## src/rtl/fp32_uart_pkg.sv

```systemverilog
// Shared UART types and constants for the FP32 serial link.
// Used by both the receiver and the transmitter.
package fp32_uart_pkg;

  typedef enum logic [1:0] {
    ST_IDLE,
    ST_START,
    ST_DATA,
    ST_STOP
  } rx_state_e;

  localparam int BYTES_PER_WORD = 4;
  localparam int DATA_BITS      = 8;

  function automatic int clks_per_bit(
    input int clk_hz,
    input int baud
  );
    return clk_hz / baud;
  endfunction

endpackage

```

## src/rtl/fp32_uart_rx_if.sv

```systemverilog
// Word output handshake between the receiver and its consumer.
interface fp32_uart_rx_if;
  logic [31:0] word_o;
  logic        word_valid_o;
  logic        word_ready_i;

  modport master (
    output word_o,
    output word_valid_o,
    input  word_ready_i
  );

  modport slave (
    input  word_o,
    input  word_valid_o,
    output word_ready_i
  );
endinterface

```

## src/rtl/uart_rx_byte.sv

```systemverilog
// 8N1 byte receiver: 2-flop synchronizer, start/data/stop FSM.
// Emits one-cycle byte_valid_o or frame_err_o pulses.
module uart_rx_byte
  import fp32_uart_pkg::*;
#(
  parameter int CLKS_PER_BIT = 434
) (
  input  logic       clk_i,
  input  logic       rst_ni,
  input  logic       rx_i,
  output logic [7:0] byte_o,
  output logic       byte_valid_o,
  output logic       frame_err_o,
  output logic       idle_o
);

  localparam int HALF = CLKS_PER_BIT / 2;
  localparam int CW   = $clog2(CLKS_PER_BIT);

  rx_state_e r_state, w_state_n;
  logic [2:0]    r_sync;
  logic [CW-1:0] r_cnt, w_cnt_n;
  logic [2:0]    r_bit, w_bit_n;
  logic [7:0]    r_shift, w_shift_n;
  logic          r_bv, w_bv_n;
  logic          r_fe, w_fe_n;
  logic          w_rx, w_fall;

  // r_sync[2] is the previous synchronized value, for edge detection
  assign w_rx   = r_sync[1];
  assign w_fall = r_sync[2] & ~r_sync[1];

  always_comb begin
    w_state_n = r_state;
    w_cnt_n   = r_cnt + CW'(1);
    w_bit_n   = r_bit;
    w_shift_n = r_shift;
    w_bv_n    = 1'b0;
    w_fe_n    = 1'b0;
    unique case (r_state)
      ST_IDLE: begin
        w_cnt_n = '0;
        w_bit_n = '0;
        if (w_fall) w_state_n = ST_START;
      end
      ST_START: begin
        if (r_cnt == CW'(HALF - 1)) begin
          w_cnt_n   = '0;
          w_state_n = w_rx ? ST_IDLE : ST_DATA;
        end
      end
      ST_DATA: begin
        if (r_cnt == CW'(CLKS_PER_BIT - 1)) begin
          w_cnt_n   = '0;
          w_shift_n = {w_rx, r_shift[7:1]};
          w_bit_n   = r_bit + 3'd1;
          if (r_bit == 3'(DATA_BITS - 1))
            w_state_n = ST_STOP;
        end
      end
      ST_STOP: begin
        if (r_cnt == CW'(CLKS_PER_BIT - 1)) begin
          w_cnt_n   = '0;
          w_state_n = ST_IDLE;
          w_bv_n    = w_rx;
          w_fe_n    = ~w_rx;
        end
      end
      default: w_state_n = ST_IDLE;
    endcase
  end

  always_ff @(posedge clk_i or negedge rst_ni) begin
    if (!rst_ni) begin
      r_sync  <= 3'b111;
      r_state <= ST_IDLE;
      r_cnt   <= '0;
      r_bit   <= '0;
      r_shift <= '0;
      r_bv    <= 1'b0;
      r_fe    <= 1'b0;
    end else begin
      r_sync  <= {r_sync[1:0], rx_i};
      r_state <= w_state_n;
      r_cnt   <= w_cnt_n;
      r_bit   <= w_bit_n;
      r_shift <= w_shift_n;
      r_bv    <= w_bv_n;
      r_fe    <= w_fe_n;
    end
  end

  assign byte_o       = r_shift;
  assign byte_valid_o = r_bv;
  assign frame_err_o  = r_fe;
  assign idle_o       = (r_state == ST_IDLE);

endmodule

```

## src/rtl/fp32_uart_rx.sv

```systemverilog
// FP32 word receiver: packs 4 UART bytes LSB-first into a held word.
// Optional inter-byte timeout: define FP32_UART_RX_TIMEOUT_EN.
module fp32_uart_rx
  import fp32_uart_pkg::*;
#(
  parameter int CLK_FREQ_HZ  = 50_000_000,
  parameter int BAUD_RATE    = 115_200,
  parameter int TIMEOUT_BITS = 16
) (
  input  logic             clk_i,
  input  logic             rst_ni,
  input  logic             uart_rx_i,
  fp32_uart_rx_if.master   word_if,
  output logic             frame_err_o,
  output logic             overrun_o,
  output logic             timeout_o
);

  localparam int CPB = clks_per_bit(CLK_FREQ_HZ, BAUD_RATE);

  logic [7:0]  w_byte;
  logic        w_bv, w_fe, w_idle;
  logic        w_accept, w_last, w_tmo_hit;
  logic [1:0]  r_idx;
  logic [23:0] r_acc;
  logic [31:0] r_word;
  logic        r_valid, r_ovr;

  uart_rx_byte #(
    .CLKS_PER_BIT (CPB)
  ) u_byte (
    .clk_i        (clk_i),
    .rst_ni       (rst_ni),
    .rx_i         (uart_rx_i),
    .byte_o       (w_byte),
    .byte_valid_o (w_bv),
    .frame_err_o  (w_fe),
    .idle_o       (w_idle)
  );

  assign w_accept = r_valid & word_if.word_ready_i;
  assign w_last   = (r_idx == 2'(BYTES_PER_WORD - 1));

  always_ff @(posedge clk_i or negedge rst_ni) begin
    if (!rst_ni) begin
      r_idx   <= '0;
      r_acc   <= '0;
      r_word  <= '0;
      r_valid <= 1'b0;
      r_ovr   <= 1'b0;
    end else begin
      r_ovr <= 1'b0;
      if (w_accept) r_valid <= 1'b0;
      if (w_fe) begin
        r_idx <= '0;
      end else if (w_bv) begin
        r_idx <= r_idx + 2'd1;
        if (!w_last) begin
          case (r_idx)
            2'd0:    r_acc[7:0]   <= w_byte;
            2'd1:    r_acc[15:8]  <= w_byte;
            default: r_acc[23:16] <= w_byte;
          endcase
        end else if (!r_valid || w_accept) begin
          r_word  <= {w_byte, r_acc};
          r_valid <= 1'b1;
        end else begin
          r_ovr <= 1'b1;
        end
      end else if (w_tmo_hit) begin
        r_idx <= '0;
      end
    end
  end

`ifdef FP32_UART_RX_TIMEOUT_EN
  localparam int TMO_CLKS = TIMEOUT_BITS * CPB;

  logic [31:0] r_gap;
  logic        r_tmo;
  logic        w_gap_run;

  // gap only runs while a partial word is pending and the line is idle
  assign w_gap_run = w_idle & (r_idx != 2'd0) & ~w_bv;
  assign w_tmo_hit = w_gap_run & (r_gap == 32'(TMO_CLKS - 1));

  always_ff @(posedge clk_i or negedge rst_ni) begin
    if (!rst_ni) begin
      r_gap <= '0;
      r_tmo <= 1'b0;
    end else begin
      r_tmo <= w_tmo_hit;
      if (!w_gap_run || w_tmo_hit) r_gap <= '0;
      else                         r_gap <= r_gap + 32'd1;
    end
  end

  assign timeout_o = r_tmo;
`else
  logic w_unused_idle;
  assign w_unused_idle = w_idle;
  assign w_tmo_hit     = 1'b0;
  assign timeout_o     = 1'b0;
`endif

  assign word_if.word_o       = r_word;
  assign word_if.word_valid_o = r_valid;
  assign frame_err_o          = w_fe;
  assign overrun_o            = r_ovr;

endmodule

```

## src/flat_wrapper.sv

```systemverilog
// flat-port wrapper written by rule: the top's interface ports become plain ports
module fp32_uart_rx_flat import fp32_uart_pkg::*;
#(
  parameter int CLK_FREQ_HZ  = 50_000_000,
  parameter int BAUD_RATE    = 115_200,
  parameter int TIMEOUT_BITS = 16
)
  (clk_i, rst_ni, uart_rx_i, frame_err_o, overrun_o, timeout_o, word_if_word_o, word_if_word_valid_o, word_if_word_ready_i);
  fp32_uart_rx_if word_if_i ();
  input  logic clk_i;
  input  logic rst_ni;
  input  logic uart_rx_i;
  output logic frame_err_o;
  output logic overrun_o;
  output logic timeout_o;
  output wire logic [$bits(word_if_i.word_o)-1:0] word_if_word_o;
  output wire logic [$bits(word_if_i.word_valid_o)-1:0] word_if_word_valid_o;
  input wire logic [$bits(word_if_i.word_ready_i)-1:0] word_if_word_ready_i;
  assign word_if_word_o = word_if_i.word_o;
  assign word_if_word_valid_o = word_if_i.word_valid_o;
  assign word_if_i.word_ready_i = word_if_word_ready_i;
  fp32_uart_rx #(.CLK_FREQ_HZ(CLK_FREQ_HZ), .BAUD_RATE(BAUD_RATE), .TIMEOUT_BITS(TIMEOUT_BITS)) u_core (.clk_i(clk_i), .rst_ni(rst_ni), .uart_rx_i(uart_rx_i), .word_if(word_if_i), .frame_err_o(frame_err_o), .overrun_o(overrun_o), .timeout_o(timeout_o));
endmodule
```

## config.mk

```make
export PLATFORM = sky130hd
export DESIGN_NAME = fp32_uart_rx_flat
export DESIGN_NICKNAME = d
export VERILOG_FILES = /design/src/rtl/fp32_uart_pkg.sv /design/src/rtl/fp32_uart_rx_if.sv /design/src/rtl/uart_rx_byte.sv /design/src/rtl/fp32_uart_rx.sv /design/src/flat_wrapper.sv
export SDC_FILE = /design/constraint.sdc
export NUM_CORES = 1
export LEC_CHECK = 0
export CORE_MARGIN = 3
export CORE_UTILIZATION = 34
export CTS_BUF_LIST = sky130_fd_sc_hd__clkbuf_8
export CTS_CLUSTER_SIZE = 30
export DETAILED_ROUTE_END_ITERATION = 6
export GPL_TIMING_DRIVEN = 0
export SKIP_CTS_REPAIR_TIMING = 1
export SLEW_MARGIN = 20
export SYNTH_ARGS = -nofsm -noshare
export SYNTH_HDL_FRONTEND = slang
export SYNTH_SLANG_ARGS = --single-unit
```

## constraint.sdc

```tcl
create_clock -name clk_i -period 2.2 [get_ports clk_i]
set_input_delay 0.22 -clock clk_i [delete_from_list [all_inputs] [get_ports clk_i]]
set_output_delay 0.22 -clock clk_i [all_outputs]
set_load 0.005 [all_outputs]
```

==> metrics.md <==
| Metric | Value |
|---|---|
| Total length of routed wires | ~6400 um |
| DRC violation count after routing | 0 |
| Worst r2r src | u_core.r_idx[0] |
| Number of non-filler instances in the completed layout | 441 |
| Total number of vias | 2108 |
| Required time worst endpoint | 2.43 ns |
| GRT Total Usage | 0.116 |
| Syn_area_per_cell | 14.6 um2 |
| Depth of the worst register-to-register path | 6 |
| Chip Height | 109 um |
| Share of cells above drive strength 1 | 0.331 |
| Post-Syn Area | 3630 um2 |
| Number of global-route vias before repair | 2105 |
| Upper clock frequency limit | 577 MHz |
| Fin Hold WS | 0.280 ns |
| Worst setup slack before clock tree synthesis | 0.412 ns |
| Router iterations before antenna repair | 4 |
| Final hold viol count | 0 |
| Number of max-cap violations | 0 |
| Library cell contributing the largest single delay on the critical path | dfrtp_1 |
| Slew at the pin closest to its max-slew limit | 0.716 ns |
| Clock slew at reported path FFs | 0.09 ns |
| Post-route minimum period | 1.73 ns |
| Worst path cell trace | ha_1, nand3b_1, nor2b_1, buf_2, buf_6, mux2_2 |
| Fin worst setup slack | 0.468 ns |
| End-of-flow core utilization | 0.426 |
| Horizontal extent of the die | 109 um |
| Pin count of the biggest net entering global routing | 56 |
| Final ANT Viol Nets | 0 |
| Cell area power density | 700 nW/um2 |
| Area enclosed by the die boundary | 12000 um2 |
| Area Overhead vs Synth | 21.6% |
| Final Slew Violations | 0 |
| Outcome | finished, final reports clean |
| Number of placed instances, taps included | about 420 |
| Distinct cell type count after synthesis | 47 |
| Clock latency on the worst-skew pair | 0.35 ns |
| Net total in the final layout | 313 |
| Post-synthesis net count | 262 |
| Min-delay src | uart_rx_i |
| Type of the worst min-delay path | input port to register |
| Wire length of the first global-routing pass | 10700 um |
| Commonest cells after routing, fill and taps aside | dfrtp_1 (84), mux2_2 (64), clkdlybuf4s50_1 (37), ha_1 (9), clkbuf_8 (9) |
| Initial drt markers | between 70 and 80 |
| Leakage power | about 2.1 nW |
| Clock buffer depth | 2 |
| Post-detailed-route wirelength per cell | approximately 15 um |
| Max stage delay on crit path | between 0.4 and 0.5 ns |
| Aggregate global routing overflow | 0 |
| CTS H-tree lvls | 3 |
| Top-Level Pins | 40 |
| Number of warning messages in the yosys log | 0 |
| Worst max-slew margin expressed relative to the limit | 0.522 |
| Initial antenna violation count | 0 |
| Number of cells produced by synthesis | 249 |
| Reg2Reg Setup Slack | 0.47 ns |
| Synthesis-stage register bit count | 87 |
| Worst setup path class | register to register |
| Crit path arrival time | roughly 2.0 ns |
| Crit Reg-Reg Endpoint | u_core.word_if.word_o[31] |
| Worst Clk Skew | 0.0109 ns |
| Final setup viols | 0 |
| Type of element launching the critical path | register |
| Routability congestion estimate | 0.771 |
| Number of buffers inserted during clock tree synthesis | 9 |
| Hold Crit Endpoint | u_core.u_byte.r_sync[0] |
| CTS tree | yes |
| Core area | 10400 um2 |
| RSZ-0062 raised after global routing | no |
| Buffers added on ports | 38 |
| Share of the yosys chip area belonging to registers | 0.601 |
| Worst Hold Path Cells | 1 |
| Post-DR vias/cell | about 4.8 |
| VDD IR-drop max | about 0.4 mV |
| Commonest non-fill, non-tap cell in the layout | dfrtp_1 |
| Worst Setup End Kind | register |
| Period Utilization, post-route | 0.787 |
| Number of diodes | 0 |
| Maximum fanout count along the critical path | 10 |
| Row count | 37 |
| DPL Wire Length | ~4400 um |
| Clock sink count | 87 |
| Starting utilization of the core area | 0.350 |
| Clock root buffer master | clkbuf_8 |
-- critical path: cells and delay by family, from the launching register on --
kind	cells	cell delay (ns)
mux	1	0.34
simple gates	2	0.25
buf+inv	2	0.37
flops	1	0.43
fa+ha+maj	1	0.22
-- per-stage QoR --
step	setup TNS [ns]	total power (W)	area, um2
final	0	0.00309	4420
after global routing	0	0.00326	4420
after CTS	0	0.00315	4410
after detailed placement	0	0.00197	4200
after global placement	-193.48	0.00195	4180
after floorplan	0	0.00187	3630
-- metal layers --
layer,global-route usage,share of wire,vias up
met5,0,0,-
met4,0.0294,0.0068,0
met3,0.0405,0.047,6
met2,0.182,0.47,41
met1,0.155,0.47,1063
li1,-,-,998
-- sequential cells by signal, indices dropped and copies added, names as in the netlist, named ones only --
signal	flops
u_core.u_byte.r_bit	3
u_core.overrun_o	1
u_core.u_byte.r_state	1
u_core.word_if.word_valid_o	1
u_core.r_acc	24
u_core.u_byte.byte_o	8
u_core.u_byte.byte_valid_o	1
u_core.word_if.word_o	32
u_core.u_byte.frame_err_o	1
u_core.r_idx	2
u_core.u_byte.r_cnt	9
u_core.u_byte.r_sync	3
-- worst max path at each step --
stage | startpoint | end | slack (ns) | depth (start not counted)
CTS | u_core.r_idx[0] | u_core.word_if.word_o[2] | 0.43 | 6
detailed placement | word_if_word_ready_i | u_core.word_if.word_o[2] | 0.41 | 6
finish | u_core.r_idx[0] | u_core.word_if.word_o[31] | 0.47 | 6
global route | u_core.u_byte.r_cnt[0] | u_core.u_byte.r_cnt[1] | 0.36 | 6
floorplan | u_core.r_idx[0] | u_core.word_if.word_o[10] | 0.67 | 6
global placement | rst_ni | u_core.word_if.word_o[31] | -2.26 | 1
-- report_power, final --
group / total (W) / leakage [nW] / internal (W) / switching, W
clock: 0.00116 / 0.103 / 0.000549 / 0.000608
combinational: 0.000213 / 0.800 / 0.0000949 / 0.000119
sequential: 0.00172 / 1.19 / 0.00165 / 0.0000696
total: 0.00309 / 2.10 / 0.00229 / 0.000796
-- cells in the mapped netlist (all sizes together) --
cell     number  area share
nor3b         1      0.0021
and2          2      0.0034
o31ai         1      0.0021
nor3          1      0.0014
and4          2      0.0052
mux2i         1      0.0028
nand4b        2      0.0048
and4b         1      0.0031
inv           5      0.0052
a41oi         1      0.0024
xnor2         2      0.0048
or4           1      0.0021
dfstp         3       0.022
nor2          4      0.0041
and2b         1      0.0021
mux2         65        0.20
and4bb        1      0.0045
a21boi        1      0.0021
a211o         1      0.0024
a311o         2      0.0055
or3           3      0.0052
nor2b         1      0.0017
a22oi         4      0.0083
nand2         7      0.0079
conb          1      0.0010
nand4bb       1      0.0031
nand3         6       0.012
nand4         1      0.0017
o211ai        2      0.0041
xor2          2      0.0048
nand2b        1      0.0017
o21ai         4      0.0065
nor4bb        2      0.0055
buf          10       0.021
nor4b         3      0.0072
nand3b        2      0.0041
clkbuf        2      0.0021
dfrtp        84        0.58
a21oi         6      0.0083
ha            9       0.031
-- logic make-up (layout without fill, tap and decap cells) --
family / Yosys count / after routing / synth area share
buf+inv: 17 / 73 / 0.0286
compound gates: 22 / 22 / 0.0417
mux: 66 / 66 / 0.204
simple gates: 43 / 43 / 0.0827
flops: 87 / 87 / 0.601
fa+ha+maj: 9 / 9 / 0.0310
other cells: 1 / 1 / 0.00103
xor+xnor: 4 / 4 / 0.00965
-- area by class of cell --
class / instances / area, um2
plain buffers: 12 / 85.1
clock buffers: 9 / 124
clock inverters: 7 / 83.8
fillers: 969 / 5950
inverters: 5 / 18.8
multi-input cells: 145 / 1350
flip-flops and latches: 87 / 2180
well taps: 136 / 170
repair buffers: 40 / 408
Power figures use the tool's default switching activity.
